**src/rtl/winograd_output_tile_scheduler.sv**
```systemverilog
// Runs the 6x6->4x4 reverse transform over every tile of one output map and streams each 4x4 result, clipped, into the output buffer.
// Per tile: accept + 1 launch + RTU latency + 16 write slots; upstream is stalled (tile_ready=0) outside WAIT_TILE.
module winograd_output_tile_scheduler #(
  parameter int DATA_W  = 16,
  parameter int DIM_W   = 7,
  parameter int ADDR_W  = 14,
  parameter int TIMEOUT = 255
) (
  input  logic                               clk,
  input  logic                               rst,
  input  logic                               cfg_valid,
  input  logic [DIM_W-1:0]                   cfg_out_h,
  input  logic [DIM_W-1:0]                   cfg_out_w,
  input  logic                               tile_valid,
  output logic                               tile_ready,
  input  logic [5:0][5:0][DATA_W-1:0]        tile_data,
  output logic                               rtu_start,
  output logic [5:0][5:0][DATA_W-1:0]        rtu_matrix_in,
  input  logic [3:0][3:0][DATA_W-1:0]        rtu_matrix_out,
  input  logic                               rtu_done,
  output logic                               wr_en,
  output logic [ADDR_W-1:0]                  wr_addr,
  output logic [DATA_W-1:0]                  wr_data,
  output logic                               busy,
  output logic                               done,
  output logic                               err_timeout
);

  localparam int CNT_W = $clog2(TIMEOUT + 1);
  localparam int LIN_W = 2 * DIM_W + ADDR_W + 2;

  typedef enum logic [2:0] {
    S_IDLE, S_WAIT_TILE, S_LAUNCH, S_WAIT_DONE, S_WRITE, S_FINISH
  } state_t;

  state_t                         state_q, state_d;
  logic [DIM_W-1:0]               out_h_q, out_h_d, out_w_q, out_w_d;
  logic [DIM_W-1:0]               tiles_h_q, tiles_h_d, tiles_w_q, tiles_w_d;
  logic [DIM_W-1:0]               tile_r_q, tile_r_d, tile_c_q, tile_c_d;
  logic [3:0]                     elem_q, elem_d;
  logic [CNT_W-1:0]               tmo_q, tmo_d;
  logic [3:0][3:0][DATA_W-1:0]    result_q, result_d;
  logic [5:0][5:0][DATA_W-1:0]    mat_q, mat_d;
  logic                           tile_ready_q, tile_ready_d;
  logic                           rtu_start_q, rtu_start_d;
  logic                           wr_en_q, wr_en_d;
  logic [ADDR_W-1:0]              wr_addr_q, wr_addr_d;
  logic [DATA_W-1:0]              wr_data_q, wr_data_d;
  logic                           busy_q, busy_d;
  logic                           done_q, done_d;
  logic                           err_q, err_d;

  logic [1:0]                     er, ec;
  logic [DIM_W+1:0]               row, col;
  logic                           in_range;
  logic [LIN_W-1:0]               lin;
  logic [DIM_W:0]                 th_w, tw_w;
  logic                           last_tile;

  // Global coordinates are tile index with the 2-bit in-tile offset appended.
  assign er        = elem_q[3:2];
  assign ec        = elem_q[1:0];
  assign row       = {tile_r_q, er};
  assign col       = {tile_c_q, ec};
  assign in_range  = (row < {2'b00, out_h_q}) && (col < {2'b00, out_w_q});
  assign lin       = LIN_W'(row) * LIN_W'(out_w_q) + LIN_W'(col);
  assign th_w      = {1'b0, cfg_out_h} + (DIM_W+1)'(3);
  assign tw_w      = {1'b0, cfg_out_w} + (DIM_W+1)'(3);
  assign last_tile = (tile_r_q == tiles_h_q - DIM_W'(1)) && (tile_c_q == tiles_w_q - DIM_W'(1));

  always_comb begin
    state_d     = state_q;
    out_h_d     = out_h_q;
    out_w_d     = out_w_q;
    tiles_h_d   = tiles_h_q;
    tiles_w_d   = tiles_w_q;
    tile_r_d    = tile_r_q;
    tile_c_d    = tile_c_q;
    elem_d      = elem_q;
    tmo_d       = tmo_q;
    result_d    = result_q;
    mat_d       = mat_q;
    rtu_start_d = 1'b0;
    wr_en_d     = 1'b0;
    wr_addr_d   = wr_addr_q;
    wr_data_d   = wr_data_q;
    busy_d      = busy_q;
    done_d      = 1'b0;
    err_d       = err_q;

    case (state_q)
      S_IDLE: begin
        busy_d = 1'b0;
        if (cfg_valid && (cfg_out_h != '0) && (cfg_out_w != '0)) begin
          out_h_d   = cfg_out_h;
          out_w_d   = cfg_out_w;
          tiles_h_d = DIM_W'(th_w >> 2);
          tiles_w_d = DIM_W'(tw_w >> 2);
          tile_r_d  = '0;
          tile_c_d  = '0;
          err_d     = 1'b0;
          busy_d    = 1'b1;
          state_d   = S_WAIT_TILE;
        end
      end
      S_WAIT_TILE: begin
        if (tile_valid && tile_ready_q) begin
          mat_d   = tile_data;
          state_d = S_LAUNCH;
        end
      end
      S_LAUNCH: begin
        // A done level left over from the previous tile must drop before relaunching.
        if (!rtu_done) begin
          rtu_start_d = 1'b1;
          tmo_d       = '0;
          state_d     = S_WAIT_DONE;
        end
      end
      S_WAIT_DONE: begin
        if (rtu_done) begin
          result_d = rtu_matrix_out;
          elem_d   = '0;
          state_d  = S_WRITE;
        end else if (tmo_q == CNT_W'(TIMEOUT - 1)) begin
          err_d   = 1'b1;
          busy_d  = 1'b0;
          state_d = S_IDLE;
        end else begin
          tmo_d = tmo_q + CNT_W'(1);
        end
      end
      S_WRITE: begin
        wr_en_d = in_range;
        if (in_range) begin
          wr_addr_d = lin[ADDR_W-1:0];
          wr_data_d = result_q[er][ec];
        end
        elem_d = elem_q + 4'd1;
        if (elem_q == 4'd15) begin
          if (last_tile) begin
            state_d = S_FINISH;
          end else begin
            state_d = S_WAIT_TILE;
            if (tile_c_q == tiles_w_q - DIM_W'(1)) begin
              tile_c_d = '0;
              tile_r_d = tile_r_q + DIM_W'(1);
            end else begin
              tile_c_d = tile_c_q + DIM_W'(1);
            end
          end
        end
      end
      S_FINISH: begin
        done_d  = 1'b1;
        state_d = S_IDLE;
      end
      default: state_d = S_IDLE;
    endcase

    tile_ready_d = (state_d == S_WAIT_TILE);
  end

  always_ff @(posedge clk) begin
    if (rst) begin
      state_q      <= S_IDLE;
      out_h_q      <= '0;
      out_w_q      <= '0;
      tiles_h_q    <= '0;
      tiles_w_q    <= '0;
      tile_r_q     <= '0;
      tile_c_q     <= '0;
      elem_q       <= '0;
      tmo_q        <= '0;
      result_q     <= '0;
      mat_q        <= '0;
      tile_ready_q <= 1'b0;
      rtu_start_q  <= 1'b0;
      wr_en_q      <= 1'b0;
      wr_addr_q    <= '0;
      wr_data_q    <= '0;
      busy_q       <= 1'b0;
      done_q       <= 1'b0;
      err_q        <= 1'b0;
    end else begin
      state_q      <= state_d;
      out_h_q      <= out_h_d;
      out_w_q      <= out_w_d;
      tiles_h_q    <= tiles_h_d;
      tiles_w_q    <= tiles_w_d;
      tile_r_q     <= tile_r_d;
      tile_c_q     <= tile_c_d;
      elem_q       <= elem_d;
      tmo_q        <= tmo_d;
      result_q     <= result_d;
      mat_q        <= mat_d;
      tile_ready_q <= tile_ready_d;
      rtu_start_q  <= rtu_start_d;
      wr_en_q      <= wr_en_d;
      wr_addr_q    <= wr_addr_d;
      wr_data_q    <= wr_data_d;
      busy_q       <= busy_d;
      done_q       <= done_d;
      err_q        <= err_d;
    end
  end

  assign tile_ready    = tile_ready_q;
  assign rtu_start     = rtu_start_q;
  assign rtu_matrix_in = mat_q;
  assign wr_en         = wr_en_q;
  assign wr_addr       = wr_addr_q;
  assign wr_data       = wr_data_q;
  assign busy          = busy_q;
  assign done          = done_q;
  assign err_timeout   = err_q;

endmodule

```
**config.mk**
```make
export PLATFORM = sky130hd
export DESIGN_NAME = winograd_output_tile_scheduler
export DESIGN_NICKNAME = d
export VERILOG_FILES = /design/src/rtl/winograd_output_tile_scheduler.sv
export SDC_FILE = /design/constraint.sdc
export NUM_CORES = 2
export LEC_CHECK = 0
export CAP_MARGIN = 15
export CORE_AREA = 2 2 578 580
export DETAILED_ROUTE_END_ITERATION = 10
export DIE_AREA = 0 0 580 582
export PLACE_DENSITY = 0.34
export SLEW_MARGIN = 30
export SYNTH_ARGS = -nofsm -noshare
export SYNTH_HDL_FRONTEND = slang
export SYNTH_SLANG_ARGS = --single-unit
```
**constraint.sdc**
```tcl
create_clock -name clk -period 7.5 [get_ports clk]
set_clock_uncertainty 0.1 [all_clocks]
set_input_delay 1.5 -clock clk [delete_from_list [all_inputs] [get_ports clk]]
set_output_delay 1.5 -clock clk [all_outputs]
set_load 0.05 [all_outputs]
```
==> run_results.csv <==
group,metric,value,unit
status,status,"finished clean",
routing,drt_iter0_markers,2091,
synthesis,yosys_warnings,0,
die,fp.dieW,580,um
routing,detail_route.wl_per_cell,26.9,um
clock_tree,clockRootBuffer,"clkbuf_16",
timing,slew_headroom,26.8,%
timing,min_period_over_period,66.2,%
clock_tree,cts_buffer_depth,4,
worst_setup_path,crit_fanout,14,
synthesis,synth_ff_type,"dfxtp_1",
timing,setup_violations,0,
cells_and_area,drive_above_1_share,5.94,%
timing,fin_crit,4970,ps
synthesis,async_flop_share,0,%
synthesis,synth_cell_types,63,
synthesis,yosysSeqAreaShare,50.1,%
worst_setup_path,required,8110,ps
timing,finalMaxSlewViolations,0,
place,gp_congestion,0.904,
synthesis,synth_seq_cells,923,
synthesis,synth.avg_cell_area,8.10,sq um
global_routing,grt_pass1_vias,37900,
routing,via_count,37900,
global_routing,grt.total_usage,15.9,%
worst_setup_path,cp.arrival,5570,ps
clock_tree,ctsHoldBuffers,0,
clock_tree,post_cts_resized,0,
timing,setup_ws,2530,ps
clock_tree,cts-buffers-inserted,141,
routing,wl,279,mm
global_routing,overflow,0,
synthesis,syn_nets,5491,
place,dpl.cell_count,10100,
clock_tree,cts_max_level,4,
timing,fin_tns_setup,0,ps
cells_and_area,areaGrowthSynthToFinish,64.4,%
worst_setup_path,start_kind,"register",
worst_hold_path,worst_hold_path_type,"register to register",
cells_and_area,instances_no_fill,10400,
routing,drc,0,
die,start_util,11.1,%
synthesis,synth.cell_area,0.0368,sq mm
routing,vias_per_cell,3.66,
global_routing,grt_max_degree,189,
power,p_leak,19.5,nW
power,ir_worst_vdd,150,uV
clock_tree,clock_latency,800,ps
die,core,0.332,sq mm
routing,ant_nets,0,
timing,tightest_slew,1100,ps
clock_tree,cts_sinks,923,
place,io_buffers,1462,
worst_setup_path,critical_path_class,"register to register",
die,dieArea,0.338,sq mm
global_routing,antenna_found_initial,207,
die,io_pins,1463,
die,die_y,582,um
die,num_rows,212,
global_routing,grt_pass1_wl,365,mm
synthesis,synth_edf_count,0,
place,place_ws,2530,ps
synthesis,netlist_instances,4550,
timing,fmax,201,MHz
clock_tree,post_cts_buffers,0,
clock_tree,clk_pin_slew,60,ps
timing,rsz0062_at_grt,"no",
clock_tree,cts_tree,"done",
worst_setup_path,endpoint_kind,"register",
cells_and_area,nNetsFinal,6790,
place,hpwl,224,mm
power,powerDensity,215,mW/mm^2
routing,drtPass1Iterations,5,
run,maxCapViolCount,0,
timing,hold_viol,0,
-- cells in the final DEF, fill, tap and decap left out, types with 16 or more instances in the layout --
cell type,n
xor2_1,16
clkbuf_16,144
xnor2_1,20
nor3_1,17
and2_1,41
nand2_1,1802
nor2_1,49
nand3_1,19
buf_4,21
diode_2,34
dfxtp_1,920
clkdlybuf4s50_1,1456
inv_1,91
fa_1,42
clkinv_2,25
a21oi_1,908
mux4_2,80
ha_1,48
clkbuf_1,32
clkbuf_8,21
-- worst paths after layout --
check / cells past startpoint / slack [ps] / end / startpoint
setup / recovery: 16 / 2530 / wr_addr[13]$_SDFFE_PP0P_ / tile_r_q[0]$_SDFFE_PP0P_
hold / removal: 2 / 350 / wr_addr[6]$_SDFFE_PP0P_ / wr_addr[6]$_SDFFE_PP0P_
setup reg to reg: 16 / 2530 / wr_addr[13]$_SDFFE_PP0P_ / tile_r_q[0]$_SDFFE_PP0P_
hold reg to reg: 2 / 350 / wr_addr[6]$_SDFFE_PP0P_ / wr_addr[6]$_SDFFE_PP0P_
-- cell families after synthesis --
logic type	synth area share, %
flip-flops	50.1
buffers and inverters	4.77
XOR/XNOR	0.920
multiplexers	5.00
adder cells (fa/ha/maj)	3.91
AO/OA/AOI/OAI	13.9
AND/OR/NAND/NOR	21.3
-- critical path: stages (launching register included) --
cell	delay, ps
dfxtp_1	690
nand2_1	170
fa_1	490
fa_1	550
inv_1	60
fa_1	530
inv_1	60
fa_1	530
inv_1	50
ha_1	220
or2_2	310
a211oi_1	260
o31ai_1	170
a21o_1	200
a21oi_1	170
xnor2_1	100
a211oi_1	220
-- layer usage --
metal	wire length, um	vias to the layer above	GRT usage [%]
met5	583	-	0
met4	6610	92	3.53
met3	28600	475	7.25
met2	128000	1502	26.2
met1	115000	18300	18.8
li1	-	17600	-
-- cell type report --
type / instances / area [sq um]
diodes: 34 / 85.1
clock buffers: 197 / 4010
clock inverters: 44 / 409
repair buffers: 1498 / 15100
multi-input cells: 3194 / 16600
flip-flops and latches: 923 / 18500
inverters: 91 / 342
fillers: 37200 / 271000
well taps: 4387 / 5490
-- flip-flops by register name, summed over array words and instances (netlist names) --
| signal | flops |
|---|---|
| rtu_matrix_in | 576 |
| result_q | 256 |
| wr_data | 16 |
| wr_addr | 14 |
| tmo_q | 8 |
| out_h_q | 7 |
| out_w_q | 7 |
| tile_c_q | 7 |
| tile_r_q | 7 |
| tiles_h_q | 6 |
| tiles_w_q | 6 |
| elem_q | 4 |
| state_q | 3 |
| busy | 1 |
| done | 1 |
| err_timeout | 1 |
| rtu_start | 1 |
| tile_ready | 1 |
| wr_en | 1 |
-- through the flow --
| step | total power [mW] | hold WS, ps | cell area (sq um) | utilization (%) |
|---|---|---|---|---|
| after CTS | 13.4 | 353 | 60500 | 18.2 |
| after global routing | 13.6 | 366 | 60500 | 18.2 |
| after global placement | 6.53 | 339 | 56100 | 16.9 |
| after floorplan | 5.67 | 333 | 36800 | - |
| final | 13.0 | 349 | 60600 | 18.3 |
| after detailed placement | 6.53 | 345 | 56000 | 16.9 |
-- synthesized netlist by cell type (2+ instances only) --
library cell	n	share of area (%)
a211o_1	2	0.048
inv_1	91	0.93
buf_2	18	0.24
a31oi_1	2	0.034
nor3_1	18	0.24
nor2b_1	5	0.085
or4_1	5	0.10
nand4_1	15	0.25
xnor2_1	20	0.48
a22oi_1	3	0.061
o21ai_1	2	0.027
nand3b_1	3	0.061
nor2_1	50	0.51
ha_1	48	1.6
a21oi_1	908	12
or2_2	3	0.051
a21o_1	9	0.18
clkbuf_1	305	3.1
and4_1	3	0.071
nor4bb_1	3	0.081
o21ai_0	15	0.20
o21a_1	7	0.14
bufbuf_16	2	0.18
dfxtp_1	923	50
nor3b_1	3	0.061
o31ai_1	7	0.14
nor4_1	5	0.085
nand2b_1	5	0.085
a211oi_1	15	0.31
or3_1	5	0.085
o21bai_1	3	0.061
and3b_1	2	0.048
nand3_1	19	0.26
mux4_2	80	4.9
xor2_1	16	0.38
mux2i_1	3	0.081
and3_1	4	0.068
a31o_2	3	0.071
buf_1	11	0.11
clkbuf_8	4	0.15
and2_1	41	0.70
fa_1	42	2.3
nand2_1	1802	18
-- where the power goes --
| part | internal, mW | switching, mW |
|---|---|---|
| Sequential | 4.99 | 0.0623 |
| Combinational | 0.601 | 0.748 |
| Clock | 3.85 | 2.76 |
(Power assumes the default switching activity.)
